--- config.mk ---
export PLATFORM = sky130hd
export DESIGN_NAME = apb_master_arbiter
export DESIGN_NICKNAME = d
export VERILOG_FILES = /design/src/rtl/apb_arb_pkg.sv /design/src/rtl/apb_rr_arbiter2.sv /design/src/rtl/apb_master_arbiter.sv
export SDC_FILE = /design/constraint.sdc
export NUM_CORES = 1
export LEC_CHECK = 0
export BUFFER_PORTS_ARGS = -buffer_cell sky130_fd_sc_hd__buf_2
export CORE_AREA = 2 2 131 133
export CTS_CLUSTER_DIAMETER = 120
export DETAILED_ROUTE_END_ITERATION = 10
export DIE_AREA = 0 0 133 135
export GPL_ROUTABILITY_DRIVEN = 0
export PLACE_DENSITY = 0.69
export SYNTH_ARGS = -nofsm -noshare
export SYNTH_HDL_FRONTEND = slang
export SYNTH_SLANG_ARGS = --single-unit
--- constraint.sdc ---
create_clock -name PCLK -period 2.9 [get_ports PCLK]
set_input_delay 0.145 -clock PCLK [delete_from_list [all_inputs] [get_ports PCLK]]
set_output_delay 0.145 -clock PCLK [all_outputs]
set_load 0.02 [all_outputs]
--- src/rtl/apb_arb_pkg.sv ---
// Shared definitions for the two-requester APB master arbiter:
// FSM encoding, port counts, default 3-slave address map and the
// slave-window decode helper.
package apb_arb_pkg;

    localparam int NUM_REQ = 2;
    localparam int NUM_SLV = 3;

    // Default map, in 64KB units of ADDR[31:16]
    localparam logic [15:0] DEF_START0 = 16'h0000;
    localparam logic [15:0] DEF_SIZE0  = 16'h0010;
    localparam logic [15:0] DEF_START1 = 16'h1000;
    localparam logic [15:0] DEF_SIZE1  = 16'h0010;
    localparam logic [15:0] DEF_START2 = 16'h2000;
    localparam logic [15:0] DEF_SIZE2  = 16'h0010;

    typedef enum logic [1:0] {
        ST_IDLE   = 2'd0,
        ST_SETUP  = 2'd1,
        ST_ACCESS = 2'd2,
        ST_RESP   = 2'd3
    } state_t;

    // start <= a < start+size, evaluated in 17 bits so the end of a window
    // touching 16'hFFFF does not wrap to a small value.
    function automatic logic in_range(input logic [15:0] a,
                                      input logic [15:0] start,
                                      input logic [15:0] size);
        logic [16:0] lo;
        logic [16:0] hi;
        lo = {1'b0, start};
        hi = lo + {1'b0, size};
        return ({1'b0, a} >= lo) && ({1'b0, a} < hi);
    endfunction

endpackage

--- src/rtl/apb_rr_arbiter2.sv ---
// Two-way round-robin arbiter: combinational grant from the current
// pointer, pointer moves to the requester that was not granted whenever
// a grant is taken.
module apb_rr_arbiter2
    import apb_arb_pkg::*;
(
    input  logic               PCLK,
    input  logic               PRESETn,
    input  logic [NUM_REQ-1:0] req,
    input  logic               take,
    output logic               gnt_idx
);

    logic ptr;

    // ptr==0: requester 0 first; ptr==1: requester 1 first
    always_comb begin
        gnt_idx = ptr ? req[1] : ~req[0];
    end

    // advance pointer past the requester just served
    always_ff @(posedge PCLK or negedge PRESETn) begin
        if (!PRESETn)
            ptr <= 1'b0;
        else if (take)
            ptr <= ~gnt_idx;
    end

endmodule

--- src/rtl/apb_master_arbiter.sv ---
// Shares one APB master port between two REQ/ACK requesters.
// Round-robin grant, 3-slave address decode, SETUP/ACCESS sequencing with
// PREADY wait states, RDATA/ERR returned with a one-cycle ACK.
// Optional: define APB_TIMEOUT_EN to abort ACCESS after P_TIMEOUT
// not-ready cycles with ERR=1.
module apb_master_arbiter
    import apb_arb_pkg::*;
#(
    parameter int          P_DWIDTH      = 32,
    parameter logic [15:0] P_ADDR_START0 = DEF_START0,
    parameter logic [15:0] P_ADDR_SIZE0  = DEF_SIZE0,
    parameter logic [15:0] P_ADDR_START1 = DEF_START1,
    parameter logic [15:0] P_ADDR_SIZE1  = DEF_SIZE1,
    parameter logic [15:0] P_ADDR_START2 = DEF_START2,
    parameter logic [15:0] P_ADDR_SIZE2  = DEF_SIZE2,
    parameter int          P_TIMEOUT     = 255
) (
    input  logic                PCLK,
    input  logic                PRESETn,
    input  logic [NUM_REQ-1:0]  REQ,
    input  logic [31:0]         ADDR0,
    input  logic [31:0]         ADDR1,
    input  logic [NUM_REQ-1:0]  WRITE,
    input  logic [P_DWIDTH-1:0] WDATA0,
    input  logic [P_DWIDTH-1:0] WDATA1,
    output logic [NUM_REQ-1:0]  ACK,
    output logic [P_DWIDTH-1:0] RDATA,
    output logic                ERR,
    output logic [NUM_SLV-1:0]  PSEL,
    output logic [31:0]         PADDR,
    output logic                PENABLE,
    output logic                PWRITE,
    output logic [P_DWIDTH-1:0] PWDATA,
    input  logic [P_DWIDTH-1:0] PRDATA0,
    input  logic [P_DWIDTH-1:0] PRDATA1,
    input  logic [P_DWIDTH-1:0] PRDATA2,
    input  logic [NUM_SLV-1:0]  PREADY,
    input  logic [NUM_SLV-1:0]  PSLVERR
);

    state_t              state;
    logic                owner;     // requester that owns the transfer
    logic [1:0]          slv;       // slave index of the transfer
    logic                take;
    logic                gnt_idx;
    logic [31:0]         sel_addr;
    logic                sel_wr;
    logic [P_DWIDTH-1:0] sel_wdata;
    logic [NUM_SLV-1:0]  hit;
    logic [NUM_SLV-1:0]  hit_1h;
    logic [1:0]          hit_idx;
    logic [P_DWIDTH-1:0] prd;

`ifdef APB_TIMEOUT_EN
    localparam int TW = (P_TIMEOUT > 255) ? $clog2(P_TIMEOUT + 1) : 8;
    logic [TW-1:0] to_cnt;
`endif

    assign take = (state == ST_IDLE) && (|REQ);

    apb_rr_arbiter2 u_arb (
        .PCLK    (PCLK),
        .PRESETn (PRESETn),
        .req     (REQ),
        .take    (take),
        .gnt_idx (gnt_idx)
    );

    // operands of the requester being granted, and their slave decode
    always_comb begin
        sel_addr  = gnt_idx ? ADDR1  : ADDR0;
        sel_wdata = gnt_idx ? WDATA1 : WDATA0;
        sel_wr    = WRITE[gnt_idx];
        hit[0]    = in_range(sel_addr[31:16], P_ADDR_START0, P_ADDR_SIZE0);
        hit[1]    = in_range(sel_addr[31:16], P_ADDR_START1, P_ADDR_SIZE1);
        hit[2]    = in_range(sel_addr[31:16], P_ADDR_START2, P_ADDR_SIZE2);
        hit_1h    = '0;
        hit_idx   = 2'd0;
        if (hit[0]) begin
            hit_1h = 3'b001; hit_idx = 2'd0;
        end else if (hit[1]) begin
            hit_1h = 3'b010; hit_idx = 2'd1;
        end else if (hit[2]) begin
            hit_1h = 3'b100; hit_idx = 2'd2;
        end
    end

    // read-data return mux from the active slave
    always_comb begin
        case (slv)
            2'd0:    prd = PRDATA0;
            2'd1:    prd = PRDATA1;
            default: prd = PRDATA2;
        endcase
    end

    // APB sequencing FSM; every output is a register
    always_ff @(posedge PCLK or negedge PRESETn) begin
        if (!PRESETn) begin
            state   <= ST_IDLE;
            owner   <= 1'b0;
            slv     <= 2'd0;
            PSEL    <= '0;
            PADDR   <= '0;
            PENABLE <= 1'b0;
            PWRITE  <= 1'b0;
            PWDATA  <= '0;
            ACK     <= '0;
            RDATA   <= '0;
            ERR     <= 1'b0;
`ifdef APB_TIMEOUT_EN
            to_cnt  <= '0;
`endif
        end else begin
            case (state)
                ST_IDLE: begin
                    if (take) begin
                        owner <= gnt_idx;
                        if (|hit) begin
                            slv    <= hit_idx;
                            PSEL   <= hit_1h;
                            PADDR  <= sel_addr;
                            PWRITE <= sel_wr;
                            PWDATA <= sel_wdata;
                            state  <= ST_SETUP;
                        end else begin
                            // decode miss: answer directly, APB untouched
                            ERR   <= 1'b1;
                            RDATA <= '0;
                            ACK   <= gnt_idx ? 2'b10 : 2'b01;
                            state <= ST_RESP;
                        end
                    end
                end
                ST_SETUP: begin
                    PENABLE <= 1'b1;
`ifdef APB_TIMEOUT_EN
                    to_cnt  <= '0;
`endif
                    state   <= ST_ACCESS;
                end
                ST_ACCESS: begin
                    if (PREADY[slv]) begin
                        PSEL    <= '0;
                        PENABLE <= 1'b0;
                        RDATA   <= PWRITE ? '0 : prd;
                        ERR     <= PSLVERR[slv];
                        ACK     <= owner ? 2'b10 : 2'b01;
                        state   <= ST_RESP;
                    end
`ifdef APB_TIMEOUT_EN
                    // the P_TIMEOUT-th not-ready ACCESS cycle aborts
                    else if (to_cnt == TW'(P_TIMEOUT - 1)) begin
                        PSEL    <= '0;
                        PENABLE <= 1'b0;
                        RDATA   <= '0;
                        ERR     <= 1'b1;
                        ACK     <= owner ? 2'b10 : 2'b01;
                        state   <= ST_RESP;
                    end else begin
                        to_cnt  <= to_cnt + 1'b1;
                    end
`endif
                end
                default: begin
                    // ST_RESP: ACK/RDATA/ERR live for exactly this cycle
                    ACK   <= '0;
                    ERR   <= 1'b0;
                    RDATA <= '0;
                    state <= ST_IDLE;
                end
            endcase
        end
    end

endmodule

==> results.py, run 1 <==
metrics = {
    "status": {
        "run_status": "finished clean",
    },
    "critical_path": {
        "path_max_fanout": 55,
        "path_class": "register to register",
        "critPathLaunchType": "register",
        "crit_path_end_kind": "register",
        "critical_path_arrival_ns": 2.51,
        "critPathRequiredTime_ns": 3.12,
    },
    "floorplan": {
        "core_um2": 16410,
        "die_y_um": 135,
        "ios": 340,
        "num_rows": 47,
        "die_w_um": 133,
        "initial_utilization": 0.3724,
        "die-area_um2": 17960,
    },
    "synth": {
        "synthesis.nets": 838,
        "yosys_warnings": 0,
        "synth_xor_area_frac": 0,
        "yosys-top-cells-area": "dfrtp_1, mux2i_1, mux2_4",
        "synthCells": 598,
        "synthMuxAreaShare": 0.2318,
        "synth_top_area_share": 0.4505,
        "synth-main-ff-cell": "dfrtp_1",
        "synth_largest_area_cell": "dfrtp_1",
        "syn_area_per_cell_um2": 10.22,
        "synth-async-reset-ratio": 1.000,
        "synth_cell_types": 43,
        "yosys.area_share.simple": 0.09687,
        "seq_area_frac_synth": 0.4505,
        "synth_compound_area_frac": 0.1669,
        "synth_edf_count": 0,
        "synth-adder-area-share": 0.008192,
        "syn-cell-area_um2": 6110,
        "synth_top_family_by_area": "multiplexers",
        "ys_ff_latch": 110,
    },
    "timing": {
        "max_slew_margin": 0.5669,
        "finalSetupViolations": 0,
        "rsz0062_at_grt": "no",
        "period_needed_ns": 2.298,
        "finalCritPeriodShare": 0.7925,
        "skew_ns": 0.01091,
        "finalHoldViolCount": 0,
        "finalSetupTns_ns": 0,
        "hold_ws_ns": 0.08087,
        "worst_pin_slew_ns": 0.6482,
        "slew_viol_final": 0,
        "fmax_mhz": 435.1,
    },
    "drt": {
        "first_pass_iters": 5,
        "drc": 0,
        "wire_per_inst_um": 17.36,
        "routed_wl_um": 19720,
        "avgViaCountPerCell": 5.081,
        "ant_nets": 0,
        "num_vias": 5772,
        "drtIter0Drc": 260,
    },
    "clock_tree": {
        "cts_made_buffers": 9,
        "cts.clk_slew.worst_paths_ns": 0.08,
        "clk_latency_ns": 0.35,
        "clock-sinks": 110,
        "cts_root_buf": "clkbuf_16",
        "cts_tree": "yes",
        "clockBufferDepth": 2,
        "cts_resized": 0,
        "h-tree-depth": 3,
    },
    "final_layout": {
        "layout_common_cells": "buf_2, dfrtp_1, mux2i_1",
        "drive_gt1_frac": 0.4509,
        "nNetsFinal": 1151,
        "antennaDiodeCount": 0,
        "mostFrequentLayoutCell": "buf_2",
        "syn_to_final_growth_pct": 35.65,
        "n_fill_cell": 1545,
    },
    "global_routing": {
        "grt_max_degree": 58,
        "antenna_found_initial": 0,
        "grt_usage": 0.2150,
        "grt_pass1_wl_um": 30260,
        "grt_overflow": 0,
        "grt_pass1_vias": 5708,
    },
    "placement": {
        "portBuffers": 339,
        "hpwl_um": 14650,
    },
    "worst_hold_path": {
        "hp-class": "input pin to register",
    },
    "run": {
        "cap_violations": 0,
    },
    "pwr": {
        "leakagePower_nw": 4.395,
        "ir_drop_mv": 0.3162,
        "powerDensity_nw_per_um2": 685.6,
    },
}
[cell usage after synthesis (4+ instances only)]
library cell	n
inv_1	5
mux2i_1	89
buf_1	4
a21oi_1	58
nand3_1	6
buf_4	5
and2_1	4
mux2_2	6
o21ai_0	40
nor2_1	42
mux2_4	29
ha_1	4
nor2b_1	11
a31oi_1	57
nor4_1	4
clkbuf_1	25
nand2b_1	6
dfrtp_1	110
nand2_1	43
buf_2	16
[state kept, by name (all words and copies together) (netlist names)]
register / cells
u_arb.ptr: 1
owner: 1
PSEL: 3
PWRITE: 1
ERR: 1
PADDR: 32
RDATA: 32
PENABLE: 1
ACK: 2
slv: 2
PWDATA: 32
state: 2
[kinds of logic (layout without fill, tap and decap cells)]
group,after synthesis,after routing
adder cells (fa/ha/maj),4,4
multiplexers,125,125
buffers and inverters,58,376
AO/OA/AOI/OAI,174,174
AND/OR/NAND/NOR,127,127
flip-flops,110,110
[stage by stage]
step	util	power [mW]	std cells	instance area, µm²	worst slack [ns]
floorplan	-	3.760	598	6110	0.8573
global placement	0.4872	4.485	1119	7993	0.7175
detailed placement	0.4872	4.525	1119	7993	0.6277
CTS	0.5051	5.753	1136	8288	0.6184
global route	0.5051	6.021	1136	8288	0.4556
finish	0.5051	5.682	1136	8288	0.6018
[layout make-up]
| class | instances | area [µm²] | share of cell area |
|---|---|---|---|
| clock inverters | 5 | 42.54 | 0.005133 |
| multi-input cells | 430 | 3095 | 0.3735 |
| well taps | 220 | 275.3 | 0.03321 |
| flip-flops and latches | 110 | 2754 | 0.3323 |
| inverters | 5 | 18.77 | 0.002264 |
| clock buffers | 11 | 242.7 | 0.02929 |
| repair buffers | 355 | 1859 | 0.2243 |
[repair_timing]
action	4_1_cts	5_1_grt
buffers inserted	0	0
hold buffers	1	0
endpoints found under the hold margin	43	0
[path summary, 6_finish.rpt]
check	from	to	slack, ns	cells after the start
setup reg to reg	u_arb.ptr$_DFFE_PN0P_	PADDR[8]$_DFFE_PN0P_	0.60	6
min in group asynchronous	PRESETn	RDATA[2]$_DFFE_PN0P_	0.34	2
max in group asynchronous	PRESETn	slv[0]$_DFFE_PN0P_	1.62	3
setup / recovery	u_arb.ptr$_DFFE_PN0P_	PADDR[8]$_DFFE_PN0P_	0.60	6
hold reg to reg	ERR$_DFFE_PN0P_	ERR$_DFFE_PN0P_	0.49	1
hold / removal	REQ[1]	u_arb.ptr$_DFFE_PN0P_	0.08	2
[power by group]
part / switching [mW] / leakage [nW] / total, mW / internal, mW
registers: 0.148 / 1.49 / 1.90 / 1.75
clock network: 0.591 / 0.137 / 1.21 / 0.617
logic: 1.44 / 2.77 / 2.57 / 1.14
[metal layers]
layer	part of all wire	wire length, µm	global-route usage
met5	0	0	0
met1	0.41	8073	0.2637
met2	0.50	9762	0.3705
met4	0.012	240	0.06093
met3	0.083	1641	0.06156
[critical path, stage by stage (launching register included)]
cell and delay (ns):
dfrtp_1 0.43, nand2b_1 0.26, nand4_1 0.17, o21a_2 0.40, and3_2 0.46, buf_12 0.30, a21oi_1 0.11
(Power assumes the default switching activity.)
==> run 2, diff against run 1 <==
- ABC_AREA: not set -> 1
- PLACE_DENSITY: 0.69 -> 0.73
- clock period: 2.9 -> 2.1 ns (I/O delays scaled with it)
==> run 2 against run 1 <==
  * Non-clock buffer count is 7 higher
  * Clock power increased by 44%
  * Total power rose by 45%
  * Sequential share of layout area shrank 1.4 points
  * Final area up 4.2%
  * Combinational power rose by 44%
  * Clock-buffer cell count shrank 1
  * First-iteration DRC count rose by 28%
  * Flip-flop and latch count is the same
  * Core utilization is 2.1 points higher
  * Critical endpoint is now PADDR[0]$_DFFE_PN0P_
==> results.py, run 2 <==
metrics = {
    "timing": {
        "finalSetupViolations": 0,
        "slew_viol_final": 0,
        "fmax_mhz": 502.9,
        "skew_ns": 0.007594,
        "rsz0062_at_grt": "yes",
        "finalCritPeriodShare": 0.9469,
        "max_slew_margin": 0.6290,
        "worst_pin_slew_ns": 0.5565,
        "finalSetupTns_ns": 0,
        "hold_ws_ns": 0.04638,
        "period_needed_ns": 1.988,
        "finalHoldViolCount": 0,
    },
    "final_layout": {
        "largestRegisters": "PADDR x32, PWDATA x32, RDATA x32",
        "fin_cells": 1501,
        "nNetsFinal": 1515,
        "drive_gt1_frac": 0.3156,
        "layout_common_cells": "nand2_1, buf_2, dfrtp_1",
        "mostFrequentLayoutCell": "nand2_1",
        "syn_to_final_growth_pct": 37.31,
        "stdcell_area_um2": 8638,
        "n_fill_cell": 1676,
    },
    "critical_path": {
        "r2r-start": "u_arb.ptr$_DFFE_PN0P_",
        "rrSetupSlack_ns": 0.11,
        "worst_path_max_delay_cell": "dfrtp_1",
        "critPathRequiredTime_ns": 2.34,
        "critPathLaunchType": "register",
        "path_max_fanout": 57,
        "critical_path_arrival_ns": 2.23,
        "r2r_end": "PADDR[0]$_DFFE_PN0P_",
        "path_class": "register to register",
        "crit_path_end_kind": "register",
        "cpMostUsedCell": "nand2_1",
        "rr_worst_depth": 13,
        "cp_cell_sequence": "inv_2, nand2_2, nand2_4, nand2_1, nand2_1, nand2_1, nor2_4, nand3_4, nand2_4, nand3_2, buf_12, nand2_1, nand2_1",
        "cp_slowest_stage_delay_ns": 0.43,
    },
    "worst_hold_path": {
        "hold_end": "PWDATA[24]$_DFFE_PN0P_",
        "hp-class": "input pin to register",
        "min_delay_path_depth": 5,
        "worstHoldStart": "WDATA1[24]",
    },
    "clock_tree": {
        "h-tree-depth": 3,
        "cts_made_buffers": 9,
        "cts.clk_slew.worst_paths_ns": 0.07,
        "clock-sinks": 110,
        "clk_latency_ns": 0.35,
        "cts_tree": "yes",
        "cts_root_buf": "clkbuf_16",
        "clockBufferDepth": 2,
    },
    "drt": {
        "num_vias": 6857,
        "ant_nets": 0,
        "first_pass_iters": 4,
        "wire_per_inst_um": 13.44,
        "avgViaCountPerCell": 4.568,
        "drc": 0,
        "drtIter0Drc": 334,
        "routed_wl_um": 20170,
    },
    "placement": {
        "portBuffers": 339,
        "dp.cells": 1479,
        "hpwl_um": 14930,
        "dpl_cell_area_um2": 8187,
    },
    "synth": {
        "synth_top_area_share": 0.4375,
        "syn_area_per_cell_um2": 6.636,
        "synth_top_cells_by_count": "nand2_1, dfrtp_1, nand3_1, inv_1, clkbuf_1",
        "synth-main-ff-cell": "dfrtp_1",
        "synthCells": 948,
        "synth-async-reset-ratio": 1.000,
        "synth_cell_types": 27,
        "synth_largest_area_cell": "dfrtp_1",
        "synthesis.nets": 1188,
        "syn-cell-area_um2": 6291,
        "yosys_warnings": 0,
        "yosysMostFrequentCell": "nand2_1",
        "synth_edf_count": 0,
        "ys_ff_latch": 110,
        "seq_area_frac_synth": 0.4375,
        "yosys-top-cells-area": "dfrtp_1, nand2_1, nand3_1",
    },
    "global_routing": {
        "grt_max_degree": 69,
        "grt_pass1_wl_um": 31210,
        "grt_usage": 0.2157,
        "grt_pass1_vias": 6373,
        "grt_overflow": 0,
        "antenna_found_initial": 1,
    },
    "floorplan": {
        "die-area_um2": 17960,
        "ios": 340,
        "die_w_um": 133,
        "die_y_um": 135,
        "num_rows": 47,
        "initial_utilization": 0.3834,
        "core_um2": 16410,
    },
    "pwr": {
        "p_comb_frac": 0.450,
        "p_seq_frac": 0.338,
        "powerDensity_nw_per_um2": 950.6,
        "ir_drop_mv": 0.4641,
        "cell_internal_pwr_mw": 4.670,
        "swShare": 0.4313,
        "clock_power_share": 0.212,
        "leakagePower_nw": 5.608,
        "power_switching_mw": 3.542,
        "report.power.total_mw": 8.211,
    },
    "run": {
        "cap_violations": 0,
    },
    "status": {
        "run_status": "finished clean",
    },
}
-- run 2: changes by cell type after synthesis, sizes merged, moves of 7 or more --
cell   before  now
nor2b      11    0
nand3       6   84
mux2       35    0
a21oi      58    2
inv         5   77
a31oi      58    0
mux2i      90    0
nand2      43  587
buf        28   21
o21ai      40    3
nor2       43   25
-- run 2: critical path, delay by kind of cell (launching register included) --
kind          cells  cell delay, ns
simple gates     11            1.12
buf+inv           2            0.31
flops             1            0.43
-- run 2: area by class of cell --
class / count / area [µm²] / share of cell area
flip-flops and latches: 110 / 2753 / 0.3187
repair buffers: 362 / 1982 / 0.2294
well taps: 220 / 275.3 / 0.03187
inverters: 77 / 289.0 / 0.03346
diodes: 1 / 2.502 / 0.0002897
multi-input cells: 715 / 3037 / 0.3515
clock buffers: 10 / 239.0 / 0.02767
clock inverters: 6 / 61.31 / 0.007097
-- run 2: metal layers --
layer	routed length, µm	GRT usage	up-vias
met4	344	0.07168	0
met1	8324	0.2642	3067
met3	1612	0.05556	27
li1	-	-	3502
met2	9889	0.3719	261
met5	0	0	-
-- run 2: power by group through the flow --
stage / clock, mW / sequential [mW] / combinational [mW]
floorplan: 0 / 3.21 / 1.96
global route: 1.87 / 2.82 / 4.12
global placement: 0 / 2.82 / 3.51
CTS: 1.79 / 2.78 / 3.62
finish: 1.74 / 2.77 / 3.70
detailed placement: 0 / 2.81 / 3.59
-- run 2: kinds of logic (layout without fill, tap and decap cells) --
kind of cell	count (synthesis)	count (layout)	synth area share
and+or+nand+nor	700	701	0.4537
buffers and inverters	124	455	0.09069
DFF	110	110	0.4375
AOI/OAI and AO/OA	10	10	0.01014
adders and majority gates	4	4	0.007956
other	0	1	0
-- run 2: what timing repair did --
action	CTS	global route
gates cloned	0	2
setup buffers	0	2
pin swaps	0	4
endpoints found under the setup margin	27	103
gates resized for setup	1	13
hold buffers	1	0
endpoints found under the hold margin	29	0
-- run 2: how the worst max path moves through the flow --
stage                                startpoint                endpoint  slack (ns)  cells after the start
after CTS                 u_arb.ptr$_DFFE_PN0P_   RDATA[18]$_DFFE_PN0P_       0.009                     13
after detailed placement  u_arb.ptr$_DFFE_PN0P_   RDATA[13]$_DFFE_PN0P_       -0.02                     13
after global placement    u_arb.ptr$_DFFE_PN0P_   RDATA[20]$_DFFE_PN0P_        0.09                     13
after global routing      u_arb.ptr$_DFFE_PN0P_  PWDATA[14]$_DFFE_PN0P_       -0.02                     13
after floorplan           u_arb.ptr$_DFFE_PN0P_    PADDR[0]$_DFFE_PN0P_        0.26                     15
final                     u_arb.ptr$_DFFE_PN0P_    PADDR[0]$_DFFE_PN0P_        0.11                     13
-- run 2: metrics by stage --
| stage | setup slack, ns | util |
|---|---|---|
| 6_report | 0.1115 | 0.5265 |
| 5_1_grt | -0.02471 | 0.5265 |
| 4_1_cts | 0.009216 | 0.5184 |
| 3_5_place_dp | -0.02412 | 0.4990 |
| 3_3_place_gp | 0.08966 | 0.4990 |
| 2_1_floorplan | 0.2552 | - |
==> run 3, diff against run 2 <==
- ABC_AREA: 1 -> not set
- CORE_AREA: 2 2 131 133 -> 2 2 133 135
- DIE_AREA: 0 0 133 135 -> 0 0 135 137
- PLACE_DENSITY: 0.73 -> 0.7
==> run 3 against run 2 <==
  * Critical path depth decreased by 4
  * Flip-flop and latch count stayed put
  * Die area rose by 3.0%
  * Cell count down 23%
  * Largest power group unchanged
  * Total power fell by 0.96%
  * Clock power shrank 8%
  * Sequential power shrank 5%
  * Sequential share of layout area rose by 0.28 points
  * Core utilization shrank 2.4 points
  * Highest routed layer unchanged
==> results.py, run 3 (same netlist as run 1, synthesis figures left out) <==
metrics = {
    "critical_path": {
        "cp_cell_sequence": "inv_1, ha_1, nor3b_2, nor2_1, nand2_1, a31oi_4, buf_4, buf_12, mux2_2",
        "rr_worst_depth": 9,
        "worst_path_max_delay_cell": "dfrtp_1",
        "critical_path_arrival_ns": 2.29,
        "r2r-start": "state[0]$_DFFE_PN0P_",
        "crit_start": "state[0]$_DFFE_PN0P_",
        "cp_num_buf_inv": 3,
        "crit_cells": 9,
        "crit_path_end": "RDATA[23]$_DFFE_PN0P_",
        "cp_slowest_stage_delay_ns": 0.39,
        "crit_path_end_kind": "register",
        "path_delay_family": "buffers and inverters",
        "path_class": "register to register",
        "critPathRequiredTime_ns": 2.33,
        "path_max_fanout": 12,
        "rrSetupSlack_ns": 0.04,
        "r2r_end": "RDATA[23]$_DFFE_PN0P_",
        "critPathLaunchType": "register",
    },
    "final_layout": {
        "mostFrequentLayoutCell": "buf_2",
        "drive_gt1_frac": 0.4626,
        "nNetsFinal": 1171,
        "seqCellArea_um2": 2754,
        "layout_common_cells": "buf_2, dfrtp_1, mux2i_1",
        "largestRegisters": "PADDR x32, PWDATA x32, RDATA x32",
        "syn_to_final_growth_pct": 40.22,
        "multiInputGateArea_um2": 3112,
        "n_fill_cell": 1625,
    },
    "floorplan": {
        "die_y_um": 137,
        "core_um2": 17060,
        "num_rows": 48,
        "ios": 340,
        "die_w_um": 135,
        "die-area_um2": 18500,
        "initial_utilization": 0.3582,
    },
    "placement": {
        "dpl_worst_slack_ns": 0.01783,
        "hpwl_um": 14620,
        "portBuffers": 339,
    },
    "clock_tree": {
        "cts_root_buf": "clkbuf_16",
        "cts_tree": "yes",
        "cts.clk_slew.worst_paths_ns": 0.07,
        "h-tree-depth": 3,
        "clk_latency_ns": 0.35,
        "clockBufferDepth": 2,
        "clock-sinks": 110,
        "cts_made_buffers": 9,
    },
    "drt": {
        "avgViaCountPerCell": 5.123,
        "routed_wl_um": 20100,
        "first_pass_iters": 4,
        "drc": 0,
        "ant_nets": 0,
        "num_vias": 5953,
        "wire_per_inst_um": 17.29,
        "drtIter0Drc": 230,
    },
    "pwr": {
        "ir_drop_mv": 0.3946,
        "leakagePower_nw": 4.535,
        "report.power.total_mw": 8.133,
        "powerDensity_nw_per_um2": 949.3,
    },
    "timing": {
        "rsz0062_at_grt": "yes",
        "worst_pin_slew_ns": 0.6118,
        "max_slew_margin": 0.5917,
        "hold_ws_ns": 0.04480,
        "finalHoldViolCount": 0,
        "finalSetupViolations": 0,
        "setup_slack_ns": 0.03782,
        "fmax_mhz": 484.9,
        "finalSetupTns_ns": 0,
        "skew_ns": 0.009943,
        "period_needed_ns": 2.062,
        "slew_viol_final": 0,
        "finalCritPeriodShare": 0.9820,
    },
    "worst_hold_path": {
        "min_delay_path_depth": 3,
        "hp-class": "input pin to register",
    },
    "run": {
        "cap_violations": 0,
    },
    "global_routing": {
        "grt_pass1_vias": 5688,
        "grt_usage": 0.2050,
        "grt_max_degree": 61,
        "grt_overflow": 0,
        "antenna_found_initial": 1,
        "grt_pass1_wl_um": 29490,
    },
    "status": {
        "run_status": "finished clean",
    },
}
## run 3: worst min-delay path by stage
stage,startpoint,end
after floorplan,PRESETn,ACK[0]$_DFFE_PN0P_
after global placement,PRESETn,RDATA[27]$_DFFE_PN0P_
after detailed placement,PRESETn,RDATA[27]$_DFFE_PN0P_
after CTS,REQ[1],u_arb.ptr$_DFFE_PN0P_
after global routing,ADDR1[17],PADDR[17]$_DFFE_PN0P_
final,WDATA1[27],PWDATA[27]$_DFFE_PN0P_
## run 3: timing repair
action,in CTS,in global routing
setup buffers,0,5
hold buffers,1,0
endpoints found under the hold margin,23,0
endpoints found under the setup margin,0,101
resized for setup,0,6
## run 3: final cells by class
| cell class | count | share of cell area |
|---|---|---|
| clock inverter | 3 | 0.002483 |
| clock buffer | 13 | 0.02921 |
| sequential | 110 | 0.3215 |
| inverter | 5 | 0.002191 |
| timing repair buffer | 375 | 0.2483 |
| tap | 225 | 0.03286 |
| antenna | 1 | 0.0002921 |
| multi-input combinational | 430 | 0.3632 |
## run 3: power breakdown
part           total, mW  leakage [nW]  switching (mW)  internal [mW]
registers           2.63          1.49           0.206           2.42
clock network       1.60         0.130           0.757          0.840
logic               3.91          2.91            2.07           1.84
## run 3: worst min-delay path, delay by kind of cell
kind	cells	cell delay [ns]
multiplexers	1	0.05
AO/OA/AOI/OAI	1	0.13
buffers and inverters	1	0.07
## run 3: per-layer routing
metal | wire, µm | share of wire | global-route usage
met1 | 7926 | 0.39 | 0.2436
met2 | 10100 | 0.50 | 0.3663
met3 | 1699 | 0.085 | 0.04519
met4 | 370 | 0.018 | 0.07060
met5 | 0 | 0 | 0
## run 3: stage by stage
step                  util  instances  cell area [µm²]
global placement    0.4791       1137             8172
global route        0.5023       1162             8567
CTS                 0.4956       1154             8453
floorplan                -        598             6110
finish              0.5023       1162             8567
detailed placement  0.4791       1137             8172
